===== src/rtl/dcm_drp_rmw_master.sv =====
// -----------------------------------------------------------------------------
// dcm_drp_rmw_master
//
// DRP initiator for a DCM_ADV-style clock manager. Accepts one register request
// at a time (read-only or masked read-modify-write), runs the DEN/DWE/DRDY
// handshake, holds the clock manager in reset around a write, waits for LOCKED
// to return and reports read data plus a status code.
//
// Ports:
//   DCLK, RST                      clock, asynchronous active-high reset
//   REQ_VALID/REQ_READY            request handshake
//   REQ_WR, REQ_ADDR,
//   REQ_MASK, REQ_DATA             request fields (mask bits select REQ_DATA)
//   RSP_VALID, RSP_DATA, RSP_ERR   completion pulse, data, status
//                                  (00 ok, 01 DRDY timeout, 10 LOCKED timeout)
//   DADDR, DI, DEN, DWE            DRP outputs
//   DO, DRDY                       DRP inputs
//   DCM_RST                        reset to the clock manager
//   LOCKED                         asynchronous lock indication
// -----------------------------------------------------------------------------
module dcm_drp_rmw_master #(
    parameter int unsigned DRDY_TIMEOUT = 64,
    parameter int unsigned RST_HOLD     = 3,
    parameter int unsigned LOCK_TIMEOUT = 65535
) (
    input  logic        DCLK,
    input  logic        RST,
    input  logic        REQ_VALID,
    output logic        REQ_READY,
    input  logic        REQ_WR,
    input  logic [6:0]  REQ_ADDR,
    input  logic [15:0] REQ_MASK,
    input  logic [15:0] REQ_DATA,
    output logic        RSP_VALID,
    output logic [15:0] RSP_DATA,
    output logic [1:0]  RSP_ERR,
    output logic [6:0]  DADDR,
    output logic [15:0] DI,
    output logic        DEN,
    output logic        DWE,
    input  logic [15:0] DO,
    input  logic        DRDY,
    output logic        DCM_RST,
    input  logic        LOCKED
);

    localparam int unsigned MAX_T_A = (DRDY_TIMEOUT > LOCK_TIMEOUT) ? DRDY_TIMEOUT : LOCK_TIMEOUT;
    localparam int unsigned MAX_T   = (MAX_T_A > RST_HOLD) ? MAX_T_A : RST_HOLD;
    localparam int unsigned CW      = $clog2(MAX_T + 1);

    // Counter is cleared on entry to each waiting state, so "last" is the
    // value seen in the final permitted cycle of that state.
    localparam logic [CW-1:0] C_DRDY_LAST = CW'(DRDY_TIMEOUT - 1);
    localparam logic [CW-1:0] C_HOLD_LAST = CW'(RST_HOLD - 1);
    localparam logic [CW-1:0] C_LOCK_LAST = CW'(LOCK_TIMEOUT - 1);

    typedef enum logic [2:0] {
        S_IDLE,
        S_RD_ISSUE,
        S_RD_WAIT,
        S_WR_ISSUE,
        S_WR_WAIT,
        S_RST_HOLD,
        S_LOCK_WAIT,
        S_DONE
    } state_t;

    state_t        r_state;
    logic          r_wr;
    logic [15:0]   r_mask;
    logic [15:0]   r_data;
    logic [15:0]   r_rdata;
    logic [CW-1:0] r_cnt;
    logic          r_lock_s1;
    logic          r_lock_s2;
    logic [CW-1:0] w_cnt_inc;

    // Saturating increment: the counter never wraps back to zero.
    always_comb begin
        w_cnt_inc = (r_cnt == '1) ? r_cnt : r_cnt + 1'b1;
    end

    always_ff @(posedge DCLK or posedge RST) begin
        if (RST) begin
            r_state   <= S_IDLE;
            r_wr      <= 1'b0;
            r_mask    <= '0;
            r_data    <= '0;
            r_rdata   <= '0;
            r_cnt     <= '0;
            r_lock_s1 <= 1'b0;
            r_lock_s2 <= 1'b0;
            REQ_READY <= 1'b0;
            RSP_VALID <= 1'b0;
            RSP_DATA  <= '0;
            RSP_ERR   <= 2'b00;
            DADDR     <= '0;
            DI        <= '0;
            DEN       <= 1'b0;
            DWE       <= 1'b0;
            DCM_RST   <= 1'b0;
        end else begin
            r_lock_s1 <= LOCKED;
            r_lock_s2 <= r_lock_s1;
            DEN       <= 1'b0;
            DWE       <= 1'b0;
            RSP_VALID <= 1'b0;

            unique case (r_state)
                S_IDLE: begin
                    REQ_READY <= 1'b1;
                    if (REQ_VALID && REQ_READY) begin
                        REQ_READY <= 1'b0;
                        r_wr      <= REQ_WR;
                        r_mask    <= REQ_MASK;
                        r_data    <= REQ_DATA;
                        DADDR     <= REQ_ADDR;
                        DEN       <= 1'b1;
                        r_state   <= S_RD_ISSUE;
                    end
                end

                S_RD_ISSUE: begin
                    r_cnt   <= '0;
                    r_state <= S_RD_WAIT;
                end

                S_RD_WAIT: begin
                    if (DRDY) begin
                        r_rdata <= DO;
                        if (r_wr) begin
                            // Write strobe launched straight from the read
                            // completion so DEN lands one cycle after DRDY.
                            DI      <= (DO & ~r_mask) | (r_data & r_mask);
                            DEN     <= 1'b1;
                            DWE     <= 1'b1;
                            DCM_RST <= 1'b1;
                            r_state <= S_WR_ISSUE;
                        end else begin
                            RSP_VALID <= 1'b1;
                            RSP_DATA  <= DO;
                            RSP_ERR   <= 2'b00;
                            r_state   <= S_DONE;
                        end
                    end else if (r_cnt == C_DRDY_LAST) begin
                        RSP_VALID <= 1'b1;
                        RSP_DATA  <= '0;
                        RSP_ERR   <= 2'b01;
                        r_state   <= S_DONE;
                    end else begin
                        r_cnt <= w_cnt_inc;
                    end
                end

                S_WR_ISSUE: begin
                    r_cnt   <= '0;
                    r_state <= S_WR_WAIT;
                end

                S_WR_WAIT: begin
                    if (DRDY) begin
                        r_cnt   <= '0;
                        r_state <= S_RST_HOLD;
                    end else if (r_cnt == C_DRDY_LAST) begin
                        DCM_RST   <= 1'b0;
                        RSP_VALID <= 1'b1;
                        RSP_DATA  <= r_rdata;
                        RSP_ERR   <= 2'b01;
                        r_state   <= S_DONE;
                    end else begin
                        r_cnt <= w_cnt_inc;
                    end
                end

                S_RST_HOLD: begin
                    if (r_cnt == C_HOLD_LAST) begin
                        DCM_RST <= 1'b0;
                        r_cnt   <= '0;
                        r_state <= S_LOCK_WAIT;
                    end else begin
                        r_cnt <= w_cnt_inc;
                    end
                end

                S_LOCK_WAIT: begin
                    // DI still holds the value that was written.
                    if (r_lock_s2) begin
                        RSP_VALID <= 1'b1;
                        RSP_DATA  <= DI;
                        RSP_ERR   <= 2'b00;
                        r_state   <= S_DONE;
                    end else if (r_cnt == C_LOCK_LAST) begin
                        RSP_VALID <= 1'b1;
                        RSP_DATA  <= DI;
                        RSP_ERR   <= 2'b10;
                        r_state   <= S_DONE;
                    end else begin
                        r_cnt <= w_cnt_inc;
                    end
                end

                S_DONE: begin
                    REQ_READY <= 1'b1;
                    r_state   <= S_IDLE;
                end
            endcase
        end
    end

endmodule

===== config.mk =====
export PLATFORM = sky130hd
export DESIGN_NAME = dcm_drp_rmw_master
export DESIGN_NICKNAME = d
export VERILOG_FILES = /design/src/rtl/dcm_drp_rmw_master.sv
export SDC_FILE = /design/constraint.sdc
export NUM_CORES = 1
export LEC_CHECK = 0
export CAP_MARGIN = 30
export CORE_UTILIZATION = 40
export DETAILED_ROUTE_END_ITERATION = 10
export MAX_ROUTING_LAYER = met4
export SYNTH_ARGS = -nofsm -noshare
export SYNTH_HDL_FRONTEND = slang
export SYNTH_SLANG_ARGS = --single-unit

===== constraint.sdc =====
create_clock -name DCLK -period 7 [get_ports DCLK]
set_clock_uncertainty 0.2 [all_clocks]
set_input_delay 1.4 -clock DCLK [delete_from_list [all_inputs] [get_ports DCLK]]
set_output_delay 1.4 -clock DCLK [all_outputs]
set_load 0.005 [all_outputs]

# Word level (Yosys, flattened, before mapping)
# Cells that the tools add are included.
word_totals:
  n_memories: 0
  reg_bits: 116
  ramBits: 0
  latchBits: 0
  rom_bits: 0
  output_inout_bits: 46
op_classes:
  shift: 0
  n_eq_ne: 23
  n_lt_le_gt_ge: 0
  mux: 52
  bitwise_logic: 4
  n_mul: 0
  reduce_logical: 15
  n_div: 0
  addsub: 1
ops:
  columns: ["cell", "n"]
  rows:
  - ["2-to-1 mux 16 bit", 14]
  - ["case mux 16 bit (5 select lines)", 1]
  - ["case mux 16 bit (3 select lines)", 1]
  - ["bitwise AND 16 bit", 2]
  - ["equality test 16 bit, second input constant", 2]
  - ["2-to-1 mux 3 bit", 8]
  - ["case mux 3 bit (8 select lines)", 1]
  - ["inequality test 2 bit, second input constant", 9]
  - ["adder 16 x 1 -> 16 bit, second input constant", 1]
  - ["equality test 16 x 2 -> 1 bit, second input constant", 1]
  - ["equality test 16 x 6 -> 1 bit, second input constant", 1]
  - ["2-to-1 mux 1 bit", 16]
  - ["inverter 16 bit", 1]
  - ["bitwise OR 16 bit", 1]
  - ["equality test 3 bit, second input constant", 4]
  - ["2-to-1 mux 2 bit", 6]
  - ["AND reduction 6 bit", 2]
  - ["inequality test 3 bit, second input constant", 3]
  - ["AND reduction 4 bit", 2]
  - ["equality test 3 x 2 -> 1 bit, second input constant", 2]
  - ["case mux 1 bit (3 select lines)", 2]
  - ["case mux 2 bit (3 select lines)", 1]
  - ["AND reduction 3 bit", 2]
  - ["nonzero test 3 bit", 2]
  - ["8 further kinds", 10]

# Logic depth before layout (Yosys ltp)
depth:
  word_depth: 5
  mapped_depth: 9
  ltp_nobuf: 7

# Worst setup path before layout
# OpenSTA, ideal clock, no wires.
synth_timing:
  path_kind: "in2reg"
  startpoint: "input port DRDY"
  endpoint: "register r_cnt[14]"
  t_required_ns: 6.722
  arrival_ns: 2.851
  stages: 5
  path_slack_ns: 3.871
  path_cell_list: "nor2b_1 -> o31ai_2 -> a2111oi_0 -> or3b_2 -> a21oi_1"
synth_between:
  elab_chain_cells: 2
  word_cells_on_any_way: 4
synth_rtl:
  columns: ["item", "line_no", "rtl"]
  rows:
  - ["start: declaration", "42", "input logic DRDY,"]
  - ["2-to-1 mux 16 bit or inequality test 2 bit (tied branches)", null, null]
  - ["case mux 16 bit (5 select lines) or AND reduction 4 bit (tied branches)", null, null]
  - ["end signal: assignment", "151", "r_cnt <= w_cnt_inc;"]
  - ["end signal: assignment", "171", "r_cnt <= w_cnt_inc;"]
  - ["end signal: assignment", "181", "r_cnt <= w_cnt_inc;"]
  - ["end: declaration", "73", "logic [CW-1:0] r_cnt;"]
# Several ways; a longest one is shown, not always the timed one.
# A chain may end at the register's enable or synchronous reset.

# Worst setup path after layout
layout_timing:
  startpoint: "input port DRDY"
  endpoint: "register r_cnt[9]"
# The elaborated chain is that of the path after synthesis.

==> summary.md <==
| Metric | Value |
|---|---|
| Async S/R FF share, synth | 100% |
| Setup Fix Bufs, Post-CTS | 0 |
| Hold crit path type | reg -> reg |
| Peak VDD IR | 0.000277 V |
| Drt wl/cell | 17.7 um |
| Setup repair after global routing missed its margin | no |
| Area of the mapped netlist | 5380 um^2 |
| Post-route DRC | 0 |
| Final wirelength | 13100 um |
| 1st-iter DRT viols | 450 |
| Sink Count | 116 |
| Worst Path Required | 7.11 ns |
| MaxCap Viol Count | 0 |
| Final worst-path cycle share | 52.7% |
| Initial antenna violation count | 0 |
| Pwr/cell area | 436 nW/um^2 |
| Critical Path AT | 3.80 ns |
| Avg Cell Area, Syn | 12.1 um^2 |
| Synthesized instance count | 444 |
| H-tree level count | 4 |
| Inserted Clock Buffers | 17 |
| GRT Residual Overflow | 0 |
| Slowest cell on the critical path | nor4_1 |
| Final min period | 3.69 ns |
| Fillcell total | 1134 |
| Hold_sp | r_lock_s1 |
| Netlist cell types | 65 |
| Count of flip-flops with a built-in enable after synthesis | 0 |
| Post-CTS Resized | 0 |
| Num rows | 41 |
| # IOs | 107 |
| Die footprint | 13900 um^2 |
| Critical Path Max Stage Delay | 0.89 ns |
| Hold Crit Endpoint | r_lock_s2 |
| Initial cell density of the core | 41.7% |
| Post-detail-place hpwl | 8850 um |
| Main flop type after synthesis | dfrtp_1 |
| DR pass1 iterations | 5 |
| Via Count | 4026 |
| Synth-to-Final Area Change | 33.4% |
| Worst setup SP type | input pin |
| Cell chain of the critical path | clkdlybuf4s50_1 -> nor2b_1 -> o31ai_2 -> nor4_1 -> a41oi_1 -> a311oi_1 |
| Final Setup Violations | 0 |
| Clk Latency, worst-skew pair | 0.41 ns |
| Core ar. | 12900 um^2 |
| CTS tree | done |
| Setup TNS | 0 ns |
| Die Y | 118 um |
| Yosys top cell area share | 54.0% |
| Path type of the worst setup path | in -> reg |
| First-pass GRT wire length | 21800 um |
| Worst flop-to-flop path endpoint | r_cnt[14] |
| R2R depth | 5 |
| Largest net degree at the start of global routing | 71 |
| Setup crit end kind | register |
| Area leader, netlist | dfrtp_1 |
| Leak | 3.06 nW |
| Number of diodes | 0 |
| Syn. warnings | 0 |
| Register area | 2900 um^2 |
| Final cell utilization of the core | 55.7% |
| Vias in the first global route | 4229 |
| Layout cells sized above 1 | 19.8% |
| Largest cells by area after synthesis | dfrtp_1, mux2_2, mux2i_1 |
| Fin nets | 616 |
| Status | finished, final reports clean |
| WHS Path Cells | 0 |
| FF-to-FF setup slack | 3.82 ns |
| Vias per cell | 5.46 |
| #FFs+latches synth | 116 |
| Commonest cells in the netlist | dfrtp_1, mux2_2, mux2i_1, nor2_1, a21oi_1 |
| Fmax achieved | 271 MHz |
| Antenna-violating nets left | 0 |
| Sequential area share after synthesis | 54.0% |
| Clk root buf | clkbuf_16 |
| Syn nets | 507 |
| I/O Buffers | 106 |
| GR Util All Layers | 20.8% |
| Least-Margin Pin Slew | 1.02 ns |
| Hold_buf cts | 0 |
| Worst-path fanout max | 10 |
| Final hold viol count | 0 |
| Clock Path Buffers | 2 |
| Final GP Congestion | 0.872 |
| Width of the die | 118 um |
| Most common cell in the netlist | dfrtp_1 |
| Slew headroom | 31.2% |
| Clk slew on worst S/H paths | 0.05 ns |
| Multi-input logic area | 2260 um^2 |
| Reg-to-reg startpoint | r_state[0] |
| Slew Limit Fails | 0 |
==> how the worst max path moves through the flow <==
stage	depth (start not counted)	slack, ns	start	endpoint
6_report	6	3.31	DRDY	r_cnt[9]
5_1_grt	6	3.18	DRDY	r_cnt[9]
4_1_cts	6	3.40	DRDY	r_cnt[9]
3_5_place_dp	6	2.97	DRDY	r_cnt[9]
3_3_place_gp	6	3.09	DRDY	r_cnt[14]
2_1_floorplan	1	2.33	RST	DADDR[0]
==> per-layer routing <==
metal  global-route usage, %  wire length [um]  vias to the layer above
met4                    6.33               113                        0
li1                        -                 -                     1880
met5                       -                 0                        -
met3                    7.41               873                       13
met2                    31.5              6350                      131
met1                    26.1              5740                     2002
==> through the flow <==
stage	cell area, um^2	total power [W]	hold slack [ns]	worst slack (ns)	cells
2_1_floorplan	5380	0.00181	0.131	2.33	444
3_3_place_gp	6580	0.00226	0.144	3.09	706
3_5_place_dp	6580	0.00228	0.148	2.97	706
4_1_cts	7170	0.00316	0.167	3.40	738
5_1_grt	7170	0.00333	0.186	3.18	738
6_report	7170	0.00313	0.165	3.31	738
==> worst max-delay path: cells and delay by family <==
kind / cells / cell delay (ns)
and+or+nand+nor: 2 / 1.14
AOI/OAI and AO/OA: 3 / 0.67
buffers and inverters: 1 / 0.58
==> placed cells by master (no fill, tap or decap), types with 3 or more instances in the layout <==
master           Yosys  final
clkbuf_16            0     17
o21ai_0              5      5
clkdlybuf4s50_1      0    106
mux2i_1             33     33
a311oi_1             4      4
nor2_1              29     29
mux2_2              55     55
clkinv_2             0      3
clkbuf_1            12      3
or3_1                3      3
nor4_1               6      6
nor3_1               5      5
o211ai_1             3      3
dfrtp_1            116    116
nand4_1              5      5
nand2_1             12     12
a21oi_1             27     27
buf_4                1      6
a211oi_1             5      5
inv_1               24     23
clkbuf_8             3      4
nand3_1              8      8
and3_1               6      6
a31oi_1              4      4
a222oi_1            16     16
xnor2_1              4      4
==> registers in the layout (all words and copies together), names as in the netlist <==
register	flops
r_state	3
DWE	1
r_lock_s2	1
DCM_RST	1
r_mask	16
r_lock_s1	1
RSP_VALID	1
RSP_ERR	2
DI	16
REQ_READY	1
r_wr	1
r_rdata	16
RSP_DATA	16
r_cnt	16
DEN	1
DADDR	7
r_data	16
==> power by group <==
part	switching, W	internal, W
clock	0.000300	0.000560
combinational	0.000461	0.000618
sequential	0.000232	0.000959
==> kinds of logic (layout without fill, tap and decap cells) <==
| logic type | Yosys count | in the layout | share of synthesized area (%) |
|---|---|---|---|
| AO/OA/AOI/OAI | 87 | 87 | 11.8 |
| adder cells (fa/ha/maj) | 2 | 2 | 0.465 |
| flip-flops | 116 | 116 | 54.0 |
| multiplexers | 88 | 88 | 17.7 |
| XOR/XNOR | 4 | 4 | 0.652 |
| buffers and inverters | 46 | 168 | 4.47 |
| AND/OR/NAND/NOR | 101 | 101 | 11.0 |
==> cell type report <==
type	instances	share of cell area (%)
sequential	116	40.5
multi-input combinational	282	31.6
timing repair buffer	112	15.4
clock buffer	24	6.86
tap	172	3.00
clock inverter	8	1.38
inverter	24	1.29
(Power assumes the default switching activity.)
